`config.mk`:
```
export PLATFORM = sky130hd
export DESIGN_NAME = universal_shift_register_flat
export DESIGN_NICKNAME = d
export VERILOG_FILES = /design/src/rtl/universal_shift_register_if.sv /design/src/rtl/universal_shift_register.sv /design/src/flat_wrapper.sv
export SDC_FILE = /design/constraint.sdc
export NUM_CORES = 1
export LEC_CHECK = 0
export CORE_MARGIN = 2
export CORE_UTILIZATION = 55
export DETAILED_ROUTE_END_ITERATION = 6
export PLACE_DENSITY = 0.85
export SLEW_MARGIN = 20
export SYNTH_ARGS = -nofsm -noshare
export SYNTH_HDL_FRONTEND = slang
export SYNTH_SLANG_ARGS = --single-unit
```
`constraint.sdc`:
```
create_clock -name clk -period 3.19 [get_ports clk]
set_input_delay 0.4785 -clock clk [delete_from_list [all_inputs] [get_ports clk]]
set_output_delay 0.4785 -clock clk [all_outputs]
set_load 0.01 [all_outputs]
```
`src/rtl/universal_shift_register_if.sv`:
```
// Handshake and data bus of the universal shift register.
// The master drives requests and operands; the slave (the shifter) returns
// the register contents, the serial output bit and the busy/done status.
interface universal_shift_register_if #(
    parameter int DATA_WIDTH = 8,
    parameter int AMT_WIDTH  = 4
);
    logic                  start;
    logic [2:0]            mode;
    logic [AMT_WIDTH-1:0]  amount;
    logic                  serialIn;
    logic [DATA_WIDTH-1:0] inputData;
    logic [DATA_WIDTH-1:0] outputData;
    logic                  serialOut;
    logic                  busy;
    logic                  done;

    modport master (
        output start, mode, amount, serialIn, inputData,
        input  outputData, serialOut, busy, done
    );

    modport slave (
        input  start, mode, amount, serialIn, inputData,
        output outputData, serialOut, busy, done
    );
endinterface

```
`src/rtl/universal_shift_register.sv`:
```
// Multi-mode shift/rotate register that executes one bit position per clock.
// Single-cycle ops (HOLD, LOAD, CLEAR, zero-amount shifts) finish on the
// acceptance edge; N-step shifts run in SHIFT for N edges.
//
// state  | meaning
// -------+------------------------------------------------------------
// IDLE   | waiting for start; busy=0, done=0
// SHIFT  | stepping one position per edge, counter > 0; busy=1
// DONE   | one-cycle completion pulse; start here is accepted again
module universal_shift_register #(
    parameter int DATA_WIDTH = 8,
    parameter int AMT_WIDTH  = 4
) (
    input  logic                        clk,
    input  logic                        rst,
    universal_shift_register_if.slave   bus
);
    localparam int W = DATA_WIDTH;

    localparam logic [2:0] M_HOLD  = 3'd0;
    localparam logic [2:0] M_LOAD  = 3'd1;
    localparam logic [2:0] M_SHL   = 3'd2;
    localparam logic [2:0] M_SHR   = 3'd3;
    localparam logic [2:0] M_ROL   = 3'd4;
    localparam logic [2:0] M_ROR   = 3'd5;
    localparam logic [2:0] M_ASR   = 3'd6;
    localparam logic [2:0] M_CLEAR = 3'd7;

    typedef enum logic [1:0] {
        ST_IDLE  = 2'd0,
        ST_SHIFT = 2'd1,
        ST_DONE  = 2'd2
    } state_t;

    state_t               state_q, state_d;
    logic [W-1:0]         data_q, data_d;
    logic                 sout_q, sout_d;
    logic [AMT_WIDTH-1:0] cnt_q, cnt_d;
    logic [2:0]           mode_q, mode_d;
    logic                 busy_q, busy_d;
    logic                 done_q, done_d;

    // Next-state, datapath step and registered status outputs.
    always_comb begin
        state_d = state_q;
        data_d  = data_q;
        sout_d  = sout_q;
        cnt_d   = cnt_q;
        mode_d  = mode_q;

        case (state_q)
            ST_SHIFT: begin
                case (mode_q)
                    M_SHL: begin
                        data_d = {data_q[W-2:0], bus.serialIn};
                        sout_d = data_q[W-1];
                    end
                    M_SHR: begin
                        data_d = {bus.serialIn, data_q[W-1:1]};
                        sout_d = data_q[0];
                    end
                    M_ROL: begin
                        data_d = {data_q[W-2:0], data_q[W-1]};
                        sout_d = data_q[W-1];
                    end
                    M_ROR: begin
                        data_d = {data_q[0], data_q[W-1:1]};
                        sout_d = data_q[0];
                    end
                    M_ASR: begin
                        data_d = {data_q[W-1], data_q[W-1:1]};
                        sout_d = data_q[0];
                    end
                    default: begin
                        // Only shift modes ever reach SHIFT.
                        data_d = data_q;
                    end
                endcase
                cnt_d = cnt_q - AMT_WIDTH'(1);
                if (cnt_q == AMT_WIDTH'(1)) begin
                    state_d = ST_DONE;
                end
            end
            default: begin
                // IDLE and DONE both accept a new request; DONE drops to IDLE otherwise.
                state_d = ST_IDLE;
                if (bus.start) begin
                    mode_d  = bus.mode;
                    state_d = ST_DONE;
                    case (bus.mode)
                        M_HOLD:  data_d = data_q;
                        M_LOAD:  data_d = bus.inputData;
                        M_CLEAR: data_d = '0;
                        default: begin
                            if (bus.amount != '0) begin
                                cnt_d   = bus.amount;
                                state_d = ST_SHIFT;
                            end
                        end
                    endcase
                end
            end
        endcase

        busy_d = (state_d == ST_SHIFT);
        done_d = (state_d == ST_DONE);
    end

    // State and datapath registers with asynchronous active-low reset.
    always_ff @(posedge clk or negedge rst) begin
        if (!rst) begin
            state_q <= ST_IDLE;
            data_q  <= '0;
            sout_q  <= 1'b0;
            cnt_q   <= '0;
            mode_q  <= M_HOLD;
            busy_q  <= 1'b0;
            done_q  <= 1'b0;
        end else begin
            state_q <= state_d;
            data_q  <= data_d;
            sout_q  <= sout_d;
            cnt_q   <= cnt_d;
            mode_q  <= mode_d;
            busy_q  <= busy_d;
            done_q  <= done_d;
        end
    end

    assign bus.outputData = data_q;
    assign bus.serialOut  = sout_q;
    assign bus.busy       = busy_q;
    assign bus.done       = done_q;
endmodule

```
`src/flat_wrapper.sv`:
```
// flat-port wrapper written by rule: the top's interface ports become plain ports
module universal_shift_register_flat 
#(
    parameter int DATA_WIDTH = 8,
    parameter int AMT_WIDTH  = 4
)
  (clk, rst, bus_start, bus_mode, bus_amount, bus_serialIn, bus_inputData, bus_outputData, bus_serialOut, bus_busy, bus_done);
  universal_shift_register_if #(.DATA_WIDTH(DATA_WIDTH), .AMT_WIDTH(AMT_WIDTH)) bus_i ();
  input  logic clk;
  input  logic rst;
  input wire logic [$bits(bus_i.start)-1:0] bus_start;
  input wire logic [$bits(bus_i.mode)-1:0] bus_mode;
  input wire logic [$bits(bus_i.amount)-1:0] bus_amount;
  input wire logic [$bits(bus_i.serialIn)-1:0] bus_serialIn;
  input wire logic [$bits(bus_i.inputData)-1:0] bus_inputData;
  output wire logic [$bits(bus_i.outputData)-1:0] bus_outputData;
  output wire logic [$bits(bus_i.serialOut)-1:0] bus_serialOut;
  output wire logic [$bits(bus_i.busy)-1:0] bus_busy;
  output wire logic [$bits(bus_i.done)-1:0] bus_done;
  assign bus_i.start = bus_start;
  assign bus_i.mode = bus_mode;
  assign bus_i.amount = bus_amount;
  assign bus_i.serialIn = bus_serialIn;
  assign bus_i.inputData = bus_inputData;
  assign bus_outputData = bus_i.outputData;
  assign bus_serialOut = bus_i.serialOut;
  assign bus_busy = bus_i.busy;
  assign bus_done = bus_i.done;
  universal_shift_register #(.DATA_WIDTH(DATA_WIDTH), .AMT_WIDTH(AMT_WIDTH)) u_core (.clk(clk), .rst(rst), .bus(bus_i));
endmodule
```
==> run summary, run 1 <==
status: complete, no violations
first-pass GRT wire length: 6.630 mm
largest net degree at the start of global routing: 24
I/O Pins: 30
CP max stage delay: 650 ps
Worst setup SP type: flip-flop
Max Slew Vio Count: 0
Crit Path Class: flip-flop to flip-flop
Setup crit end kind: flip-flop
PortBufs: 29
Starting Density: 0.5854
Cell Rows: 18
post-route ant nets: 0
Yosys warning count: 0
CTS root buf: clkbuf_4
reg2reg end: u_core.bus.outputData[0]
peak supply drop: 715.0 uV
Leak: 0.7167 nW
# DRC: 0
fin crit period: 2214 ps
Post-synth EDFFs: 0
Post-Synthesis Cells: 157
CP Data Arrival Time: 2410 ps
crit path cell chain: and3_1 > nor3_2 > or2_1 > mux2_4
drt first pass iters: 4
# Max-Cap Violations: 0
Final setup viols: 0
Die Area: 3064 um2
post_cts resized: 0
later-pin clock latency in the skew report: 300 ps
post-synthesis cell area: 1450 um2
pin slew with the least headroom to its limit: 893.5 ps
pwr dens: 1071 nW/um2
drt total wl: 3.841 mm
Core ar.: 2477 um2
async set-or-reset flop fraction in the synthesized netlist: 1.000
Clock Skews: 2.228 ps
CP Max Fanout: 23
die width: 55.35 um
final core utilization: 0.7086
Netlist cell types: 53
RSZ-0062 raised after global routing: false
Final Hold Vio Count: 0
vias per cell: 6.616
CP Capture Point: u_core.bus.outputData[0]
vias in the first global route: 1362
Overflow after GRT: 0
FF+latch count, synth: 20
Reg clk slew, reported paths: 120 ps
CTS Sinks: 20
DRC marker count from the first detailed-route iteration: 79
share of layout cells above drive strength 1: 0.08287
Final period util: 0.6940
initial antenna violation count: 0
Synthesized Nets: 178
placed cell area: 1719 um2
number of buffers created by CTS: 3
clock tree buffer depth: 2
slowest stage cell on the critical path: dfrtp_1
CTS tree: yes
synth top area cells: dfrtp_1 (35%), a31oi_1 (5.2%), mux2i_1 (4.1%)
R2R setup slack: 980 ps
Finished Cell Area: 1755 um2
Synth area leader: dfrtp_1
top_reg_cell synth: dfrtp_1
nets: 203
critical path launch point: u_core.mode_q[0]
H-tree levels: 1
Worst Path Required: 3390 ps
hold_buf cts: 0
dpl hpwl: 2.724 mm
min-delay worst type: flip-flop to flip-flop
Seq/Total Area, Yosys: 0.3451
routed length per instance: 18.20 um
Area growth syn-to-layout: 21.05%
fmax: 0.4517 GHz
worst flop-to-flop path startpoint: u_core.mode_q[0]
most frequent cell after synthesis: dfrtp_1
diodes inserted: 0
Post-CTS Setup Inserts: 0
via count: 1396
synthesized area per cell: 9.237 um2
Yosys top cell area share: 0.3451
Slew headroom: 0.4025
total negative setup slack: 0 ps
R2R depth: 4
Die Y: 55.35 um
RePlAce Congestion: 0.8610
Commonest cells post-synth: dfrtp_1 (20), a31oi_1 (12), nand2_1 (12)
Total GRT Usage: 0.2645
==> stage by stage <==
| step | hold WS (ps) | worst slack [ps] | instances | total power, mW |
|---|---|---|---|---|
| after floorplan | 182.9 | 1440 | 157 | 1.397 |
| after global placement | 523.2 | 817.8 | 207 | 1.650 |
| after detailed placement | 526.8 | 729.5 | 207 | 1.707 |
| after CTS | 565.0 | 1025 | 211 | 1.861 |
| after global routing | 602.6 | 888.8 | 211 | 2.026 |
| final | 556.4 | 976.3 | 211 | 1.880 |
==> report_power, final <==
| part | leakage [nW] | internal [mW] | switching (mW) |
|---|---|---|---|
| logic | 0.463 | 0.559 | 0.568 |
| clock network | 0.0210 | 0.0695 | 0.0787 |
| registers | 0.233 | 0.378 | 0.227 |
==> critical path: cells and delay by family (launching register included) <==
family           cells  cell delay, ps
and+or+nand+nor      3            1130
muxes                1             330
DFF                  1             650
==> layer usage <==
metal / part of all wire / track usage / up-vias
met5: 0 / 0 / -
met4: 0.0086 / 0.1185 / 0
met1: 0.44 / 0.3705 / 675
li1: - / - / 650
met2: 0.46 / 0.3980 / 67
met3: 0.084 / 0.04684 / 4
==> cells by family (layout without fill, tap and decap cells) <==
kind of cell / count (synthesis) / in the layout / share of synthesized area
AOI/OAI and AO/OA: 49 / 49 / 0.2485
xor gates and xnor gates: 2 / 2 / 0.01208
adders and majority gates: 3 / 3 / 0.02416
buffers and inverters: 17 / 41 / 0.06385
DFF: 20 / 20 / 0.3451
muxes: 10 / 10 / 0.07506
and+or+nand+nor: 56 / 56 / 0.2312
==> cell type report <==
class	instances	area [um2]
tap	30	37.54
sequential	20	500.5
multi-input combinational	120	857.1
timing repair buffer	30	297.8
fill	198	721.9
inverter	7	26.28
clock buffer	4	36.28
==> placed cells by master, fill, tap and decap left out, types with 2 or more instances in the layout <==
cell type        count
clkdlybuf4s50_1     29
dfrtp_1             20
nand2_1             12
a31oi_1             12
a21oi_1              9
nor2_1               7
inv_1                7
mux2i_1              6
nor3b_1              6
o221ai_1             6
nand3_1              5
nor3_1               5
and3_1               4
clkbuf_4             3
o22ai_1              2
a21bo_1              2
mux2_2               2
o21ai_0              2
o2bb2ai_1            2
nand2b_1             2
o22a_1               2
o211ai_1             2
and3b_1              2
ha_1                 2
==> sequential cells by signal (all words and copies together), names as in the netlist <==
register and cells:
u_core.bus.busy 1, u_core.bus.done 1, u_core.bus.outputData 8, u_core.bus.serialOut 1
u_core.cnt_q 4, u_core.mode_q 3, u_core.state_q 2
==> how the worst min path moves through the flow <==
stage,from,endpoint,cells past startpoint,slack (ps)
2_1_floorplan,rst,u_core.bus.busy,0,180
3_3_place_gp,u_core.bus.serialOut,u_core.bus.serialOut,2,520
3_5_place_dp,u_core.bus.serialOut,u_core.bus.serialOut,2,530
4_1_cts,u_core.bus.serialOut,u_core.bus.serialOut,2,560
5_1_grt,u_core.bus.serialOut,u_core.bus.serialOut,2,600
6_report,u_core.bus.serialOut,u_core.bus.serialOut,2,560
Power figures use the tool's default switching activity.
==> run 2: changes to the inputs <==
--- a/config.mk
+++ b/config.mk
@@ -6,9 +6,9 @@
 export NUM_CORES = 1
 export LEC_CHECK = 0
 export CORE_MARGIN = 2
-export CORE_UTILIZATION = 55
+export CORE_UTILIZATION = 46
 export DETAILED_ROUTE_END_ITERATION = 6
-export PLACE_DENSITY = 0.85
+export PLACE_DENSITY = 0.76
 export SLEW_MARGIN = 20
 export SYNTH_ARGS = -nofsm -noshare
 export SYNTH_HDL_FRONTEND = slang
==> constraint.sdc (replaced) <==
create_clock -name clk -period 2 [get_ports clk]
set_input_delay 0.3 -clock clk [delete_from_list [all_inputs] [get_ports clk]]
set_output_delay 0.3 -clock clk [all_outputs]
set_load 0.01 [all_outputs]
==> run summary, run 2 (same netlist as run 1, synthesis figures left out) <==
status: complete, no violations
Total GRT Usage: 0.2277 (-0.03687)
Reg clk slew, reported paths: 120 ps (about the same)
Largest register FFs: 8 (unchanged)
share of layout cells above drive strength 1: 0.1170 (+0.03415)
PortBufs: 29 (unchanged)
# DRC: 0 (unchanged)
Inst Count DP: 228 (+10%)
die width: 60.15 um (+8.7%)
fmax: 0.5620 GHz (+24%)
later-pin clock latency in the skew report: 300 ps (about the same)
peak supply drop: 900.5 uV (+26%)
# Max-Cap Violations: 0 (unchanged)
most frequent cells in the layout: clkdlybuf4s50_1 (29), dfrtp_1 (20), nand2_1 (12), a31oi_1 (12), a21oi_1 (9)
RePlAce Congestion: 0.8959 (+4.1%)
Setup crit end kind: flip-flop
number of buffers created by CTS: 3 (unchanged)
Die Area: 3617 um2 (+18%)
fin crit period: 1779 ps (-434.4 ps)
Worst setup SP type: flip-flop
most common cell after layout, fill and taps aside: clkdlybuf4s50_1
final core utilization: 0.6083 (-0.1003)
Die Y: 60.15 um (+8.7%)
Clock Skews: 7.041 ps (+4.813 ps)
DRC marker count from the first detailed-route iteration: 102 (+29%)
drt first pass iters: 4 (unchanged)
CTS Sinks: 20 (unchanged)
pwr dens: 1719 nW/um2 (+61%)
Max Slew Vio Count: 0 (unchanged)
fill count: 272 (+37%)
dpl hpwl: 2.721 mm (-0.12%)
post-route ant nets: 0 (unchanged)
Final Hold Vio Count: 0 (unchanged)
clock tree buffer depth: 2 (unchanged)
Place WS: -15.35 ps (-744.8 ps)
Starting Density: 0.4789 (-0.1064)
Final period util: 0.8896 (+0.1957)
Setup WS post-layout: 220.7 ps (-755.6 ps)
CTS root buf: clkbuf_4
Worst Path Required: 2200 ps (-1190 ps)
R2R depth: 4 (unchanged)
I/O Pins: 30 (unchanged)
vias in the first global route: 1386 (+1.8%)
Overflow after GRT: 0 (unchanged)
Slew headroom: 0.6291 (+0.2266)
post_cts resized: 0 (unchanged)
CP Max Fanout: 18 (-22%)
largest net degree at the start of global routing: 21 (-13%)
diodes inserted: 0 (unchanged)
hold_buf cts: 0 (unchanged)
fin cells: 232 (+10%)
drt total wl: 3.827 mm (-0.36%)
routed length per instance: 16.50 um (-9.4%)
Cell Rows: 20 (+2)
RSZ-0062 raised after global routing: false
CP Data Arrival Time: 1980 ps (-430 ps)
Core ar.: 3028 um2 (+22%)
Leak: 0.7585 nW (+5.8%)
H-tree levels: 1 (unchanged)
nets: 210 (+3.4%)
initial antenna violation count: 0 (unchanged)
Crit Path Class: flip-flop to flip-flop
vias per cell: 5.944 (-10%)
Area growth syn-to-layout: 27.01%
Final setup viols: 0 (unchanged)
min-delay worst type: input pin to async pin
CTS tree: yes
first-pass GRT wire length: 6.154 mm (-7.2%)
via count: 1379 (-1.2%)
Post-CTS Setup Inserts: 0 (unchanged)
pin slew with the least headroom to its limit: 556.4 ps (-337.1 ps)
## run 2: critical path, stage by stage (launching register included)
cell and delay (ps):
dfrtp_1 710, nor4bb_1 350, a31oi_1 80, a32o_1 290
mux2_4 250
## run 2: layer usage
metal,track usage,wire length [um],vias up
met5,0,0,-
met4,0.1048,44,0
met3,0.02165,170,6
met2,0.3975,2000,45
met1,0.2799,1611,663
li1,-,-,665
## run 2: area by class of cell
class                      instances  area (um2)  area share
sequential                        20       500.5      0.2717
clock inverter                     1       30.03     0.01630
tap                               44       55.05     0.02989
inverter                           7       26.28     0.01427
clock buffer                       3       22.52     0.01223
multi-input combinational        120       857.1      0.4654
timing repair buffer              37       350.3      0.1902
## run 2: final timing paths
check                                      from                  endpoint  slack [ps]
max                            u_core.mode_q[1]  u_core.bus.outputData[0]         220
min                                         rst  u_core.bus.outputData[3]         320
max reg2reg                    u_core.mode_q[1]  u_core.bus.outputData[0]         220
min reg2reg                u_core.bus.serialOut      u_core.bus.serialOut         570
max in group asynchronous                   rst          u_core.mode_q[2]        1470
min in group clk               bus_inputData[4]  u_core.bus.outputData[4]         560
## run 2: power breakdown
part / internal (mW) / switching [mW]
Clock: 0.203 / 0.130
Sequential: 0.604 / 0.348
Combinational: 0.972 / 0.909
## run 2: through the flow
stage               hold slack [ps]  power (mW)  setup TNS [ps]  instance area, um2
global route                  356.4       3.413               0                1842
global placement              527.5       2.714               0                1789
CTS                           320.3       3.160               0                1842
detailed placement            546.2       2.815          -15.35                1789
floorplan                     4.409       2.228               0                1450
finish                        317.1       3.166               0                1842
